===== config.mk =====
export PLATFORM = sky130hd
export DESIGN_NAME = decoder_mc_flat
export DESIGN_NICKNAME = d
export VERILOG_FILES = /design/src/rtl/swt16_pkg.sv /design/src/rtl/decoder_mc_if.sv /design/src/rtl/decoder_op_lut.sv /design/src/rtl/decoder_mc.sv /design/src/flat_wrapper.sv
export SDC_FILE = /design/constraint.sdc
export NUM_CORES = 1
export LEC_CHECK = 0
export ABC_AREA = 1
export CAP_MARGIN = 0
export CORE_AREA = 2 2 91 110
export DETAILED_ROUTE_END_ITERATION = 10
export DIE_AREA = 0 0 93 112
export PLACE_DENSITY = 0.79
export SLEW_MARGIN = 20
export SYNTH_ARGS = -nofsm -noshare
export SYNTH_HDL_FRONTEND = slang
export SYNTH_HIERARCHICAL = 1
export SYNTH_SLANG_ARGS = --single-unit
export TNS_END_PERCENT = 30

===== constraint.sdc =====
create_clock -name clock -period 3.1 [get_ports clock]
set_input_delay 0.62 -clock clock [delete_from_list [all_inputs] [get_ports clock]]
set_output_delay 0.62 -clock clock [all_outputs]
set_load 0.03 [all_outputs]

===== src/rtl/swt16_pkg.sv =====
// SWT16 decode-stage shared definitions.
// Holds the opcode and func2 encodings, the IALU operation codes, the operand
// source selector, the decoder FSM states and the decoded-control record
// produced by decoder_op_lut and consumed by decoder_mc.
package swt16_pkg;

    // Primary opcode field, instr[3:0]
    localparam logic [3:0] OP_NOP   = 4'h0;
    localparam logic [3:0] OP_UTYPE = 4'h1;
    localparam logic [3:0] OP_ADD   = 4'h2;
    localparam logic [3:0] OP_SUB   = 4'h3;
    localparam logic [3:0] OP_AND   = 4'h4;
    localparam logic [3:0] OP_OR    = 4'h5;
    localparam logic [3:0] OP_XOR   = 4'h6;

    // U-type sub-function, instr[11:8] of the first word
    localparam logic [3:0] F2_J   = 4'h0;
    localparam logic [3:0] F2_JAL = 4'h1;
    localparam logic [3:0] F2_LI  = 4'h2;

    typedef enum logic [2:0] {
        ALU_PASS2 = 3'd0,
        ALU_ADD   = 3'd1,
        ALU_SUB   = 3'd2,
        ALU_AND   = 3'd3,
        ALU_OR    = 3'd4,
        ALU_XOR   = 3'd5
    } alu_op_e;

    // Where the two IALU operands come from
    typedef enum logic [1:0] {
        SRC_NONE   = 2'd0,  // both operands zero
        SRC_REGS   = 2'd1,  // register-file read ports
        SRC_PC_IMM = 2'd2,  // src1 = PC of first word, src2 = immB
        SRC_IMM    = 2'd3   // src1 = 0, src2 = immB
    } src_sel_e;

    typedef enum logic {
        S_FIRST = 1'b0,
        S_IMM   = 1'b1
    } state_e;

    typedef struct packed {
        alu_op_e  alu_op;
        src_sel_e src_sel;
        logic     write;
        logic     jump;
        logic     incr_pc;
        logic     is_2word;
        logic     illegal;
    } dec_t;

endpackage


===== src/rtl/decoder_mc_if.sv =====
// Decoder bus bundle: fetch-side handshake, register-file read ports and the
// registered micro-op issued towards the IALU.
//  master : fetch / register file / environment side
//  slave  : decoder_mc
interface decoder_mc_if #(
    parameter int unsigned PMEM_WORD_WIDTH = 16,
    parameter int unsigned IALU_WORD_WIDTH = 16,
    parameter int unsigned REG_IDX_WIDTH   = 4,
    parameter int unsigned PC_WIDTH        = 12
);
    // Fetch side
    logic [PMEM_WORD_WIDTH-1:0] in_instr;
    logic                       in_valid;
    logic [PC_WIDTH-1:0]        in_pc;
    logic                       in_flush;
    logic                       in_stall;
    logic                       out_ready;

    // Register-file read ports (combinational, same cycle)
    logic [REG_IDX_WIDTH-1:0]   rf_rd_idx1;
    logic [REG_IDX_WIDTH-1:0]   rf_rd_idx2;
    logic [IALU_WORD_WIDTH-1:0] rf_rd_data1;
    logic [IALU_WORD_WIDTH-1:0] rf_rd_data2;

    // Issued micro-op
    logic                       out_valid;
    logic [2:0]                 out_alu_op;
    logic [IALU_WORD_WIDTH-1:0] out_src1;
    logic [IALU_WORD_WIDTH-1:0] out_src2;
    logic [REG_IDX_WIDTH-1:0]   out_res_reg_idx;
    logic                       out_act_write_res_to_reg;
    logic                       out_act_jump_to_ialu_res;
    logic                       out_act_incr_pc_is_res;
    logic                       out_illegal;
    logic [PC_WIDTH-1:0]        out_pc;

    modport master (
        output in_instr, in_valid, in_pc, in_flush, in_stall,
        output rf_rd_data1, rf_rd_data2,
        input  out_ready, rf_rd_idx1, rf_rd_idx2,
        input  out_valid, out_alu_op, out_src1, out_src2, out_res_reg_idx,
        input  out_act_write_res_to_reg, out_act_jump_to_ialu_res,
        input  out_act_incr_pc_is_res, out_illegal, out_pc
    );

    modport slave (
        input  in_instr, in_valid, in_pc, in_flush, in_stall,
        input  rf_rd_data1, rf_rd_data2,
        output out_ready, rf_rd_idx1, rf_rd_idx2,
        output out_valid, out_alu_op, out_src1, out_src2, out_res_reg_idx,
        output out_act_write_res_to_reg, out_act_jump_to_ialu_res,
        output out_act_incr_pc_is_res, out_illegal, out_pc
    );

endinterface


===== src/rtl/decoder_op_lut.sv =====
// Combinational opcode lookup for the SWT16 decoder.
//  opcode : instr[OPCODE_WIDTH-1:0] of the instruction's first word
//  func2  : instr[11:8] of the first word (U-type sub-function)
//  dec    : ALU op, operand source, action flags, 2-word and illegal flags
module decoder_op_lut
    import swt16_pkg::*;
#(
    parameter int unsigned OPCODE_WIDTH = 4
) (
    input  logic [OPCODE_WIDTH-1:0] opcode,
    input  logic [3:0]              func2,
    output dec_t                    dec
);

    always_comb begin
        dec         = '0;
        dec.alu_op  = ALU_PASS2;
        dec.src_sel = SRC_NONE;
        case (opcode)
            OPCODE_WIDTH'(OP_NOP): ;
            OPCODE_WIDTH'(OP_ADD): begin
                dec.alu_op  = ALU_ADD;
                dec.src_sel = SRC_REGS;
                dec.write   = 1'b1;
            end
            OPCODE_WIDTH'(OP_SUB): begin
                dec.alu_op  = ALU_SUB;
                dec.src_sel = SRC_REGS;
                dec.write   = 1'b1;
            end
            OPCODE_WIDTH'(OP_AND): begin
                dec.alu_op  = ALU_AND;
                dec.src_sel = SRC_REGS;
                dec.write   = 1'b1;
            end
            OPCODE_WIDTH'(OP_OR): begin
                dec.alu_op  = ALU_OR;
                dec.src_sel = SRC_REGS;
                dec.write   = 1'b1;
            end
            OPCODE_WIDTH'(OP_XOR): begin
                dec.alu_op  = ALU_XOR;
                dec.src_sel = SRC_REGS;
                dec.write   = 1'b1;
            end
            OPCODE_WIDTH'(OP_UTYPE): begin
                // Unknown func2 is flagged on the first word; no immB is awaited.
                case (func2)
                    F2_J: begin
                        dec.alu_op   = ALU_ADD;
                        dec.src_sel  = SRC_PC_IMM;
                        dec.jump     = 1'b1;
                        dec.is_2word = 1'b1;
                    end
                    F2_JAL: begin
                        dec.alu_op   = ALU_ADD;
                        dec.src_sel  = SRC_PC_IMM;
                        dec.jump     = 1'b1;
                        dec.write    = 1'b1;
                        dec.incr_pc  = 1'b1;
                        dec.is_2word = 1'b1;
                    end
                    F2_LI: begin
                        dec.alu_op   = ALU_PASS2;
                        dec.src_sel  = SRC_IMM;
                        dec.write    = 1'b1;
                        dec.is_2word = 1'b1;
                    end
                    default: dec.illegal = 1'b1;
                endcase
            end
            default: dec.illegal = 1'b1;
        endcase
    end

endmodule


===== src/rtl/decoder_mc.sv =====
// SWT16 multi-cycle decode stage between fetch and IALU.
// Decodes 1-word R-type ALU ops and 2-word U-type ops (J, JAL, LI) into one
// registered micro-op per instruction, one cycle after the last word is accepted.
//  clock : rising-edge clock
//  reset : asynchronous, active-low reset
//  bus   : decoder_mc_if.slave -- fetch handshake (in_instr/in_valid/in_pc/
//          in_flush/in_stall/out_ready), register-file read ports
//          (rf_rd_idx1/2, rf_rd_data1/2) and the issued micro-op (out_*)
module decoder_mc
    import swt16_pkg::*;
#(
    parameter int unsigned OPCODE_WIDTH    = 4,
    parameter int unsigned PMEM_WORD_WIDTH = 16,
    parameter int unsigned IALU_WORD_WIDTH = 16,
    parameter int unsigned REG_IDX_WIDTH   = 4,
    parameter int unsigned PC_WIDTH        = 12
) (
    input  logic       clock,
    input  logic       reset,
    decoder_mc_if.slave bus
);

    state_e                     state;
    logic [11:0]                held_instr;  // first word of a U-type, fields [11:0] only
    logic [PC_WIDTH-1:0]        held_pc;

    logic                       accept;
    logic [11:0]                first_word;
    logic [PC_WIDTH-1:0]        first_pc;
    dec_t                       dec;
    logic [IALU_WORD_WIDTH-1:0] imm;
    logic [IALU_WORD_WIDTH-1:0] pc_ext;
    logic [IALU_WORD_WIDTH-1:0] src1_nxt;
    logic [IALU_WORD_WIDTH-1:0] src2_nxt;

    // Flush wins over stall and over the presented word.
    assign bus.out_ready = !bus.in_stall;
    assign accept        = bus.in_valid && !bus.in_stall && !bus.in_flush;

    // Register reads always follow the live word; only meaningful in S_FIRST.
    assign bus.rf_rd_idx1 = REG_IDX_WIDTH'(bus.in_instr[11:8]);
    assign bus.rf_rd_idx2 = REG_IDX_WIDTH'(bus.in_instr[15:12]);

    // In S_IMM the live word is immB; opcode, func2, destination and PC come
    // from the latched first word.
    assign first_word = (state == S_IMM) ? held_instr : bus.in_instr[11:0];
    assign first_pc   = (state == S_IMM) ? held_pc    : bus.in_pc;
    assign imm        = IALU_WORD_WIDTH'(bus.in_instr);
    assign pc_ext     = IALU_WORD_WIDTH'(first_pc);

    decoder_op_lut #(
        .OPCODE_WIDTH (OPCODE_WIDTH)
    ) u_op_lut (
        .opcode (first_word[OPCODE_WIDTH-1:0]),
        .func2  (first_word[11:8]),
        .dec    (dec)
    );

    always_comb begin
        src1_nxt = '0;
        src2_nxt = '0;
        case (dec.src_sel)
            SRC_REGS: begin
                src1_nxt = bus.rf_rd_data1;
                src2_nxt = bus.rf_rd_data2;
            end
            SRC_PC_IMM: begin
                src1_nxt = pc_ext;
                src2_nxt = imm;
            end
            SRC_IMM:  src2_nxt = imm;
            default:  ;
        endcase
    end

    always_ff @(posedge clock or negedge reset) begin
        if (!reset) begin
            state                        <= S_FIRST;
            held_instr                   <= '0;
            held_pc                      <= '0;
            bus.out_valid                <= 1'b0;
            bus.out_alu_op               <= '0;
            bus.out_src1                 <= '0;
            bus.out_src2                 <= '0;
            bus.out_res_reg_idx          <= '0;
            bus.out_act_write_res_to_reg <= 1'b0;
            bus.out_act_jump_to_ialu_res <= 1'b0;
            bus.out_act_incr_pc_is_res   <= 1'b0;
            bus.out_illegal              <= 1'b0;
            bus.out_pc                   <= '0;
        end else if (bus.in_flush || !bus.in_stall) begin
            // Default: a bubble with every output zero. Overridden below when a
            // word is accepted; a flush never gets past this point.
            bus.out_valid                <= 1'b0;
            bus.out_alu_op               <= '0;
            bus.out_src1                 <= '0;
            bus.out_src2                 <= '0;
            bus.out_res_reg_idx          <= '0;
            bus.out_act_write_res_to_reg <= 1'b0;
            bus.out_act_jump_to_ialu_res <= 1'b0;
            bus.out_act_incr_pc_is_res   <= 1'b0;
            bus.out_illegal              <= 1'b0;
            bus.out_pc                   <= '0;

            if (bus.in_flush) begin
                state      <= S_FIRST;
                held_instr <= '0;
                held_pc    <= '0;
            end else if (accept) begin
                if (dec.illegal) begin
                    bus.out_illegal <= 1'b1;
                    bus.out_pc      <= first_pc;
                end else if (state == S_FIRST && dec.is_2word) begin
                    held_instr <= bus.in_instr[11:0];
                    held_pc    <= bus.in_pc;
                    state      <= S_IMM;
                end else begin
                    bus.out_valid                <= 1'b1;
                    bus.out_alu_op               <= dec.alu_op;
                    bus.out_src1                 <= src1_nxt;
                    bus.out_src2                 <= src2_nxt;
                    bus.out_res_reg_idx          <= REG_IDX_WIDTH'(first_word[7:4]);
                    bus.out_act_write_res_to_reg <= dec.write;
                    bus.out_act_jump_to_ialu_res <= dec.jump;
                    bus.out_act_incr_pc_is_res   <= dec.incr_pc;
                    bus.out_pc                   <= first_pc;
                    state                        <= S_FIRST;
                end
            end
        end
    end

endmodule

===== src/flat_wrapper.sv =====
// flat-port wrapper written by rule: the top's interface ports become plain ports
module decoder_mc_flat import swt16_pkg::*;
#(
    parameter int unsigned OPCODE_WIDTH    = 4,
    parameter int unsigned PMEM_WORD_WIDTH = 16,
    parameter int unsigned IALU_WORD_WIDTH = 16,
    parameter int unsigned REG_IDX_WIDTH   = 4,
    parameter int unsigned PC_WIDTH        = 12
)
  (clock, reset, bus_in_instr, bus_in_valid, bus_in_pc, bus_in_flush, bus_in_stall, bus_rf_rd_data1, bus_rf_rd_data2, bus_out_ready, bus_rf_rd_idx1, bus_rf_rd_idx2, bus_out_valid, bus_out_alu_op, bus_out_src1, bus_out_src2, bus_out_res_reg_idx, bus_out_act_write_res_to_reg, bus_out_act_jump_to_ialu_res, bus_out_act_incr_pc_is_res, bus_out_illegal, bus_out_pc);
  decoder_mc_if #(.PMEM_WORD_WIDTH(PMEM_WORD_WIDTH), .IALU_WORD_WIDTH(IALU_WORD_WIDTH), .REG_IDX_WIDTH(REG_IDX_WIDTH), .PC_WIDTH(PC_WIDTH)) bus_i ();
  input  logic clock;
  input  logic reset;
  input wire logic [$bits(bus_i.in_instr)-1:0] bus_in_instr;
  input wire logic [$bits(bus_i.in_valid)-1:0] bus_in_valid;
  input wire logic [$bits(bus_i.in_pc)-1:0] bus_in_pc;
  input wire logic [$bits(bus_i.in_flush)-1:0] bus_in_flush;
  input wire logic [$bits(bus_i.in_stall)-1:0] bus_in_stall;
  input wire logic [$bits(bus_i.rf_rd_data1)-1:0] bus_rf_rd_data1;
  input wire logic [$bits(bus_i.rf_rd_data2)-1:0] bus_rf_rd_data2;
  output wire logic [$bits(bus_i.out_ready)-1:0] bus_out_ready;
  output wire logic [$bits(bus_i.rf_rd_idx1)-1:0] bus_rf_rd_idx1;
  output wire logic [$bits(bus_i.rf_rd_idx2)-1:0] bus_rf_rd_idx2;
  output wire logic [$bits(bus_i.out_valid)-1:0] bus_out_valid;
  output wire logic [$bits(bus_i.out_alu_op)-1:0] bus_out_alu_op;
  output wire logic [$bits(bus_i.out_src1)-1:0] bus_out_src1;
  output wire logic [$bits(bus_i.out_src2)-1:0] bus_out_src2;
  output wire logic [$bits(bus_i.out_res_reg_idx)-1:0] bus_out_res_reg_idx;
  output wire logic [$bits(bus_i.out_act_write_res_to_reg)-1:0] bus_out_act_write_res_to_reg;
  output wire logic [$bits(bus_i.out_act_jump_to_ialu_res)-1:0] bus_out_act_jump_to_ialu_res;
  output wire logic [$bits(bus_i.out_act_incr_pc_is_res)-1:0] bus_out_act_incr_pc_is_res;
  output wire logic [$bits(bus_i.out_illegal)-1:0] bus_out_illegal;
  output wire logic [$bits(bus_i.out_pc)-1:0] bus_out_pc;
  assign bus_i.in_instr = bus_in_instr;
  assign bus_i.in_valid = bus_in_valid;
  assign bus_i.in_pc = bus_in_pc;
  assign bus_i.in_flush = bus_in_flush;
  assign bus_i.in_stall = bus_in_stall;
  assign bus_i.rf_rd_data1 = bus_rf_rd_data1;
  assign bus_i.rf_rd_data2 = bus_rf_rd_data2;
  assign bus_out_ready = bus_i.out_ready;
  assign bus_rf_rd_idx1 = bus_i.rf_rd_idx1;
  assign bus_rf_rd_idx2 = bus_i.rf_rd_idx2;
  assign bus_out_valid = bus_i.out_valid;
  assign bus_out_alu_op = bus_i.out_alu_op;
  assign bus_out_src1 = bus_i.out_src1;
  assign bus_out_src2 = bus_i.out_src2;
  assign bus_out_res_reg_idx = bus_i.out_res_reg_idx;
  assign bus_out_act_write_res_to_reg = bus_i.out_act_write_res_to_reg;
  assign bus_out_act_jump_to_ialu_res = bus_i.out_act_jump_to_ialu_res;
  assign bus_out_act_incr_pc_is_res = bus_i.out_act_incr_pc_is_res;
  assign bus_out_illegal = bus_i.out_illegal;
  assign bus_out_pc = bus_i.out_pc;
  decoder_mc #(.OPCODE_WIDTH(OPCODE_WIDTH), .PMEM_WORD_WIDTH(PMEM_WORD_WIDTH), .IALU_WORD_WIDTH(IALU_WORD_WIDTH), .REG_IDX_WIDTH(REG_IDX_WIDTH), .PC_WIDTH(PC_WIDTH)) u_core (.clock(clock), .reset(reset), .bus(bus_i));
endmodule

==> flow_summary.yaml <==
floorplanning:
  rows: 39
  num_io_pins: 130
  start_util_pct: 45.8
  die_width_um: 93
  fp.dieH_um: 112
  core_um2: 9370
  dieArea_um2: 10400
min_path:
  holdCritPathClass: "in2async"
setup_path:
  endpoint_kind: "flop"
  required_ns: 3.37
  cp_max_fo: 9
  critPathKind: "in2reg"
  r2r_cells: 13
  critPathLaunchType: "input pin"
  worst_ep_arrival_time_ns: 3.03
sta:
  grt_setup_unrepaired: "no"
  worst_pin_slew_ns: 0.732
  finalHoldViolations: 0
  fmaxAchievable_mhz: 362
  fin_ws_ns: 0.341
  skew_ns: 0.00538
  min_period_ns: 2.76
  slew_headroom_pct: 51.2
  slew_viol_final: 0
  period_share_pct: 89.0
  whs_ns: 0.346
  setup_viol: 0
yosys:
  synth_area_leaders: "dfrtp_1, nand2_1, nand3_1, inv_1, o21ai_0"
  synthCells: 571
  ys_seq_area_share_pct: 47.2
  ys_async_sr_fraction_pct: 100
  syn_nets: 640
  yosysTopAreaCell: "dfrtp_1"
  yosysWarnings: 6
  synth_edf_count: 0
  syn_area_per_cell_um2: 7.52
  synth.top_cell.area_share_pct: 47.2
  syn_area_um2: 4300
  ys_ff_latch: 81
  synth_ff_type: "dfrtp_1"
  synth_cell_types: 27
job:
  maxCapViolCount: 0
power_and_ir_drop:
  p_per_area_nw_per_um2: 418
  p_leak_uw: 0.00310
  vdd_drop_max_mv: 0.245
place:
  place_ws_ns: -0.0632
  place_area_um2: 5660
  place_congestion: 0.997
  dp_hpwl_um: 8880
  portBuffers: 129
routing:
  dr.pass1.iters: 5
  drt-initial-drc-count: 257
  routed-via-count: 4247
  drc_errors: 0
  postRouteAntennaNets: 0
  via_per_inst: 5.19
  routedWlPerCell_um: 15.4
  wl_um: 12600
layout:
  final_cell_mix: "nand2_1, clkdlybuf4s50_1, dfrtp_1"
  layout_commonest_cell: "nand2_1"
  diodes: 0
  drive_above_1_share_pct: 8.33
  top_regs: "u_core/bus.out_src1 x16, u_core/bus.out_src2 x16"
  nNetsFinal: 760
  synthToLayoutAreaGrowth_pct: 39.2
  final_cell_area_um2: 5980
clock_network:
  cts_max_level: 3
  clockBufferDepth: 2
  numCtsBuffers: 9
  root_buffer: "clkbuf_16"
  cts_tree: "done"
  cts_setup_buffers: 0
  clock_sinks: 81
  insertion_delay_ns: 0.33
  cts_hold_buffers: 0
  clk_pin_slew_ns: 0.06
global_routing:
  grt_max_degree: 82
  grt_overflow: 0
  antenna_found_initial: 0
  grt_usage_pct: 25.0
  grt_pass1_wl_um: 20500
  grt_pass1_vias: 4246
outcome:
  outcome: "finished, final reports clean"
per-layer routing:
metal  track usage, %  vias up  wire [µm]  share of wire [%]
met2             43.1      210       6400                 51
met3             5.14       27        881                7.0
met5                0        -          0                  0
li1                 -     2017          -                  -
met4             9.80        0        354                2.8
met1             30.4     1993       4970                 39
cells by family after synthesis:
logic type / share of synthesized area [%]
xor gates and xnor gates: 0.204
AOI/OAI and AO/OA: 5.85
adders and majority gates: 1.17
buffers and inverters: 10.5
and+or+nand+nor: 35.1
DFF: 47.2
through the flow:
step	utilization [%]	total power, µW	TNS [ns]	instances
2_1_floorplan	-	1250	0	571
3_3_place_gp	60.5	1420	0	803
3_5_place_dp	60.5	1430	-0.381	803
4_1_cts	63.7	2520	0	819
5_1_grt	63.8	2600	0	819
6_report	63.8	2500	0	819
worst max-delay path, stage by stage:
cell and delay (ns):
clkdlybuf4s50_1 0.49, inv_1 0.06, o21ai_0 0.33, inv_1 0.15, nand2_2 0.14, nor2_4 0.06, nand2_2 0.09, nand2_1 0.10
inv_1 0.10, ha_2 0.30, nor2_1 0.08, buf_4 0.17, o21ai_0 0.16, nand3_1 0.11, nand2_1 0.07
synth_stat cells, types with 4 or more instances:
cell type,n
buf_2,9
buf_4,15
buf_6,6
clkbuf_1,7
dfrtp_1,81
ha_1,4
inv_1,46
inv_2,5
nand2_1,248
nand2_2,5
nand3_1,75
nor2_1,6
o21ai_0,30
o21ai_1,15
final cells by class:
cell class,instances,area [µm²]
Fill cell,800,3390
Timing Repair Buffer,146,1470
Multi-Input combinational cell,401,1820
Sequential cell,81,2030
Clock inverter,4,51.3
Tap cell,123,154
Inverter,52,200
Clock buffer,12,256
report_power, final:
group	total, µW	switching [µW]	leakage (µW)	internal [µW]
clock	1090	420	0.000149	668
sequential	1070	6.43	0.00113	1070
combinational	339	192	0.00182	147
total	2500	618	0.00310	1880
what timing repair did:
| item | 4_1_cts | 5_1_grt |
|---|---|---|
| setup endpoints to repair | 0 | 2 |
| endpoints found under the hold margin | 0 | 0 |
| gates resized for setup | 0 | 1 |
final timing paths:
path / from / endpoint / slack (ns)
min in group clock: u_core/held_pc[0]$_DFFE_PN0P_ / u_core/held_pc[0]$_DFFE_PN0P_ / 0.48
setup / recovery: bus_in_instr[1] / u_core/bus.out_src2[1]$_DFFE_PN0P_ / 0.34
max in group asynchronous: reset / u_core/bus.out_src1[15]$_DFFE_PN0P_ / 2.27
hold reg to reg: u_core/held_pc[0]$_DFFE_PN0P_ / u_core/held_pc[0]$_DFFE_PN0P_ / 0.48
setup reg to reg: u_core/state$_DFFE_PN0P_ / u_core/bus.out_src2[1]$_DFFE_PN0P_ / 0.42
hold / removal: reset / u_core/bus.out_pc[6]$_DFFE_PN0P_ / 0.35
Note: power is estimated with default switching activity, not from simulation.
==> edit 1, RTL diff (config.mk and constraints unchanged) <==
Reset style: synchronous (`reset`), changed in one clocked block. Comments in the files are not updated.
--- a/src/rtl/decoder_mc.sv
+++ b/src/rtl/decoder_mc.sv
@@ -74,5 +74,5 @@
     end
 
-    always_ff @(posedge clock or negedge reset) begin
+    always_ff @(posedge clock) begin
         if (!reset) begin
             state                        <= S_FIRST;
Check against the original RTL: differs if reset is asserted again (counterexample within 4 cycles, from zero or initial values and one cycle with reset low); with reset held inactive, the same outputs for 4 cycles.
==> edit 1 against the original RTL <==
- sequential cell count is the same
- design area shrank 7.2%
- register-to-register slack gained 20 ps
- setup slack gained 39 ps
- total power shrank 6.8%
- count of clock-buffer cells in the layout grew 1
- area after synthesis shrank 7.5%
- wire length shrank 3.0%
- highest routed layer unchanged
- global-route usage shrank 1.5 points
==> edit 1: results (changes against the original RTL) <==
{| class="wikitable"
! Metric !! Value
|-
| Synth Net Count || 637 (-0.47%)
|-
| Biggest fanout along the worst timing path || 12 (+3)
|-
| Worst slew pin tran || 1072 ps (+340.1 ps)
|-
| Met2 wire len || 6.047 mm (-5.5%)
|-
| Fraction of power spent switching nets || 0.2436 (-0.003376)
|-
| Post-route met1 wirelength || 5.102 mm (+2.8%)
|-
| Fillers || 854 (+6.8%)
|-
| Tightest hold margin || 447.8 ps (+102.3 ps)
|-
| Met2 Resource Use GR || 0.3870 (-0.04396)
|-
| Net count of the finished layout || 746 (-1.8%)
|-
| Start point of the critical path || bus_in_instr[9]
|-
| Met3 wire length || 766 um (-13%)
|-
| Worst min-delay path category || register to register
|-
| Share of post-route cells with drive strength above 1 || 0.06598 (-0.01735)
|-
| Clock share of power || 0.421 (-0.014)
|-
| Sequential fraction of design power || 0.451 (+0.021)
|-
| Post-detailed-placement cell area || 5274 um^2 (-6.9%)
|-
| Number of global-route vias before repair || 3933 (-7.4%)
|-
| Compound-cell area share of the yosys netlist || 0.1490 (+0.09047)
|-
| Wire length of the first global-routing pass || 19.16 mm (-6.4%)
|-
| Data arrival time of the critical path || 2980 ps (-50 ps)
|-
| Met3 usage in global routing || 0.05886 (+0.007442)
|-
| Vias per cell || 5.159 (-0.51%)
|-
| Result of the run || completed
|-
| Parity-gate share of the synthesized area counting xor and xnor cells || 0.002205 (+0.0001664)
|-
| Distinct cell type count after synthesis || 30 (+11%)
|-
| Global-route usage over all layers || 0.2351 (-0.01466)
|-
| Top flip-flop cell by instance count after synthesis || dfxtp_1
|-
| Critical path endpoint || u_core/bus.out_src1[3]
|-
| R2R Path Start || u_core/state
|-
| Met1 Use GR || 0.2906 (-0.01376)
|-
| Share of the yosys chip area belonging to registers || 0.4083 (-0.06357)
|-
| Cell Int Power || 1763 uW (-6.4%)
|}
==> edit 1: changes by cell type after synthesis, sizes merged, moves of 6 or more <==
cell    unedited run  this run
a22oi              0         6
nand4              0        12
nand3             78        57
nor2              10        17
nand2            255       185
dfxtp              0        81
clkbuf             7        13
a21oi              2        76
o21ai             46        31
dfrtp             81         0
==> edit 1: final cells by class <==
cell class / instances / area [um^2] / share of cell area
clock buffer: 13 / 260.3 / 0.04690
sequential: 81 / 1622 / 0.2922
timing repair buffer: 141 / 1419 / 0.2557
multi-input combinational: 392 / 1877 / 0.3382
inverter: 52 / 202.7 / 0.03653
clock inverter: 3 / 15.01 / 0.002706
tap: 123 / 153.9 / 0.02773
==> edit 1: stage by stage <==
step / setup WS [ps] / instances
floorplan: 621.4 / 568
global placement: 113.9 / 789
detailed placement: 72.29 / 789
CTS: 428.3 / 805
global route: 179.8 / 805
finish: 380.2 / 805
==> edit 2, RTL diff (config.mk and constraints unchanged) <==
Without the edit above. `PC_WIDTH` is set to 12 in 3 places; all go to 16.
--- a/src/rtl/decoder_mc_if.sv
+++ b/src/rtl/decoder_mc_if.sv
@@ -7,5 +7,5 @@
     parameter int unsigned IALU_WORD_WIDTH = 16,
     parameter int unsigned REG_IDX_WIDTH   = 4,
-    parameter int unsigned PC_WIDTH        = 12
+    parameter int unsigned PC_WIDTH        = 16
 );
     // Fetch side
--- a/src/rtl/decoder_mc.sv
+++ b/src/rtl/decoder_mc.sv
@@ -14,5 +14,5 @@
     parameter int unsigned IALU_WORD_WIDTH = 16,
     parameter int unsigned REG_IDX_WIDTH   = 4,
-    parameter int unsigned PC_WIDTH        = 12
+    parameter int unsigned PC_WIDTH        = 16
 ) (
     input  logic       clock,
--- a/src/flat_wrapper.sv
+++ b/src/flat_wrapper.sv
@@ -6,5 +6,5 @@
     parameter int unsigned IALU_WORD_WIDTH = 16,
     parameter int unsigned REG_IDX_WIDTH   = 4,
-    parameter int unsigned PC_WIDTH        = 12
+    parameter int unsigned PC_WIDTH        = 16
 )
   (clock, reset, bus_in_instr, bus_in_valid, bus_in_pc, bus_in_flush, bus_in_stall, bus_rf_rd_data1, bus_rf_rd_data2, bus_out_ready, bus_rf_rd_idx1, bus_rf_rd_idx2, bus_out_valid, bus_out_alu_op, bus_out_src1, bus_out_src2, bus_out_res_reg_idx, bus_out_act_write_res_to_reg, bus_out_act_jump_to_ialu_res, bus_out_act_incr_pc_is_res, bus_out_illegal, bus_out_pc);
Ports: changed (resized bus_in_pc and bus_out_pc); port bits go from 130 to 138. The function was not compared with the original's and may differ.
==> edit 2 against the original RTL <==
- setup slack gained 12 ps
- clock skew shrank 1.3 ps
- total power grew 11%
- design area grew 7.8%
- sequential cell count grew 8
- wire length grew 8.8%
- area after synthesis grew 8.8%
- final cell count grew 8.1%
- die area is the same
- largest cell class unchanged
==> edit 2: results (changes against the original RTL) <==
{| class="wikitable"
! Metric !! Value
|-
| Met2 Resource Use GR || 0.4691 (+0.03816)
|-
| Cell types with the largest area share after synthesis || dfrtp_1, nand2_1, nand3_1, o21ai_0, inv_1
|-
| Compound-cell area share of the yosys netlist || 0.05915 (+0.0006048)
|-
| Tightest hold margin || 355.5 ps (+9.984 ps)
|-
| Filler-free cell count of the finished design || 885 (+8.1%)
|-
| Total instance count after detailed placement || 871 (+8.5%)
|-
| Wire length of the first global-routing pass || 22.24 mm (+8.7%)
|-
| Detailed placer's ending HPWL || 9.767 mm (+9.9%)
|-
| Violation count after the first detailed-routing iteration || 300 (+17%)
|-
| Synth Net Count || 708 (+11%)
|-
| Fillers || 768 (-4.0%)
|-
| Vias per cell || 5.218 (+0.63%)
|-
| Max IR drop VDD || 0.3046 mV (+24%)
|-
| Largest net degree at the start of global routing || 90 (+9.8%)
|-
| Maximum cell stage delay along the critical path || 430 ps (-60 ps)
|-
| Worst slew pin tran || 802.7 ps (+70.42 ps)
|-
| Per-instance average area after synthesis || 7.361 um^2 (-2.1%)
|-
| Met3 usage in global routing || 0.04533 (-0.006089)
|-
| Result of the run || completed
|-
| Distinct cell type count after synthesis || 25 (-7.4%)
|-
| Global-route usage over all layers || 0.2720 (+0.02230)
|-
| Number of global-route vias before repair || 4693 (+11%)
|-
| Met1 Use GR || 0.3234 (+0.01911)
|-
| Post-synthesis share of cell area spent on full adders, half adders and majority gates || 0.01071 (-0.0009450)
|-
| Number of input and output port buffers inserted || 137 (+6.2%)
|-
| Max Clock Skew || 4.108 ps (-1.268 ps)
|-
| Leading cell types by count after synthesis || nand2_1, dfrtp_1, nand3_1
|-
| Average wire per standard cell || 15.49 um (+0.68%)
|-
| Post-detailed-placement cell area || 6111 um^2 (+7.9%)
|-
| Parity-gate share of the synthesized area counting xor and xnor cells || 0.001874 (-0.0001654)
|-
| Routability congestion estimate || 1.040 (+4.3%)
|}
==> edit 2: final timing paths <==
| check | start | to | cells past startpoint |
|---|---|---|---|
| setup / recovery | bus_in_instr[3] | u_core/bus.out_src2[9] | 14 |
| hold / removal | reset | u_core/bus.out_pc[10] | 1 |
| setup reg to reg | u_core/state | u_core/bus.out_src2[9] | 12 |
| hold reg to reg | u_core/held_instr[5] | u_core/held_instr[5] | 2 |
| max in group asynchronous | reset | u_core/bus.out_src2[6] | 1 |
| min in group clock | u_core/held_instr[5] | u_core/held_instr[5] | 2 |
==> edit 2: routing by layer <==
layer | up-vias | share of wire
met5 | - | 0
met2 | 239 | 0.50
met3 | 40 | 0.080
met1 | 2122 | 0.38
met4 | 0 | 0.041
li1 | 2217 | -
==> edit 2: power by group <==
part | internal [uW] | switching, uW
Sequential | 1170 | 7.51
Combinational | 157 | 207
Clock | 801 | 429
==> edit 2: final cells by class <==
cell class	count	share of cell area
Tap cell	123	0.02387
Inverter	61	0.03590
Clock inverter	3	0.01397
Clock buffer	11	0.03765
Multi-Input combinational cell	444	0.3047
Timing Repair Buffer	154	0.2385
Sequential cell	89	0.3454
==> edit 2: per-stage QoR <==
step	setup WS [ps]	utilization
after floorplan	436.7	-
after global placement	90.35	0.6522
after detailed placement	76.34	0.6522
after CTS	415.4	0.6878
after global routing	170.9	0.6882
final	352.7	0.6882
==> edit 2: kinds of logic (layout without fill, tap and decap cells) <==
family                     Yosys count  count (layout)
AOI/OAI and AO/OA                   54              54
DFF                                 89              89
xor gates and xnor gates             1               1
adders and majority gates            4               4
and+or+nand+nor                    385             385
buffers and inverters              102             229
==> edit 2: worst max-delay path: cells and delay by family <==
family	cells	cell delay (ps)
buffers and inverters	4	890
and+or+nand+nor	7	770
AOI/OAI and AO/OA	2	420
adders and majority gates	1	320
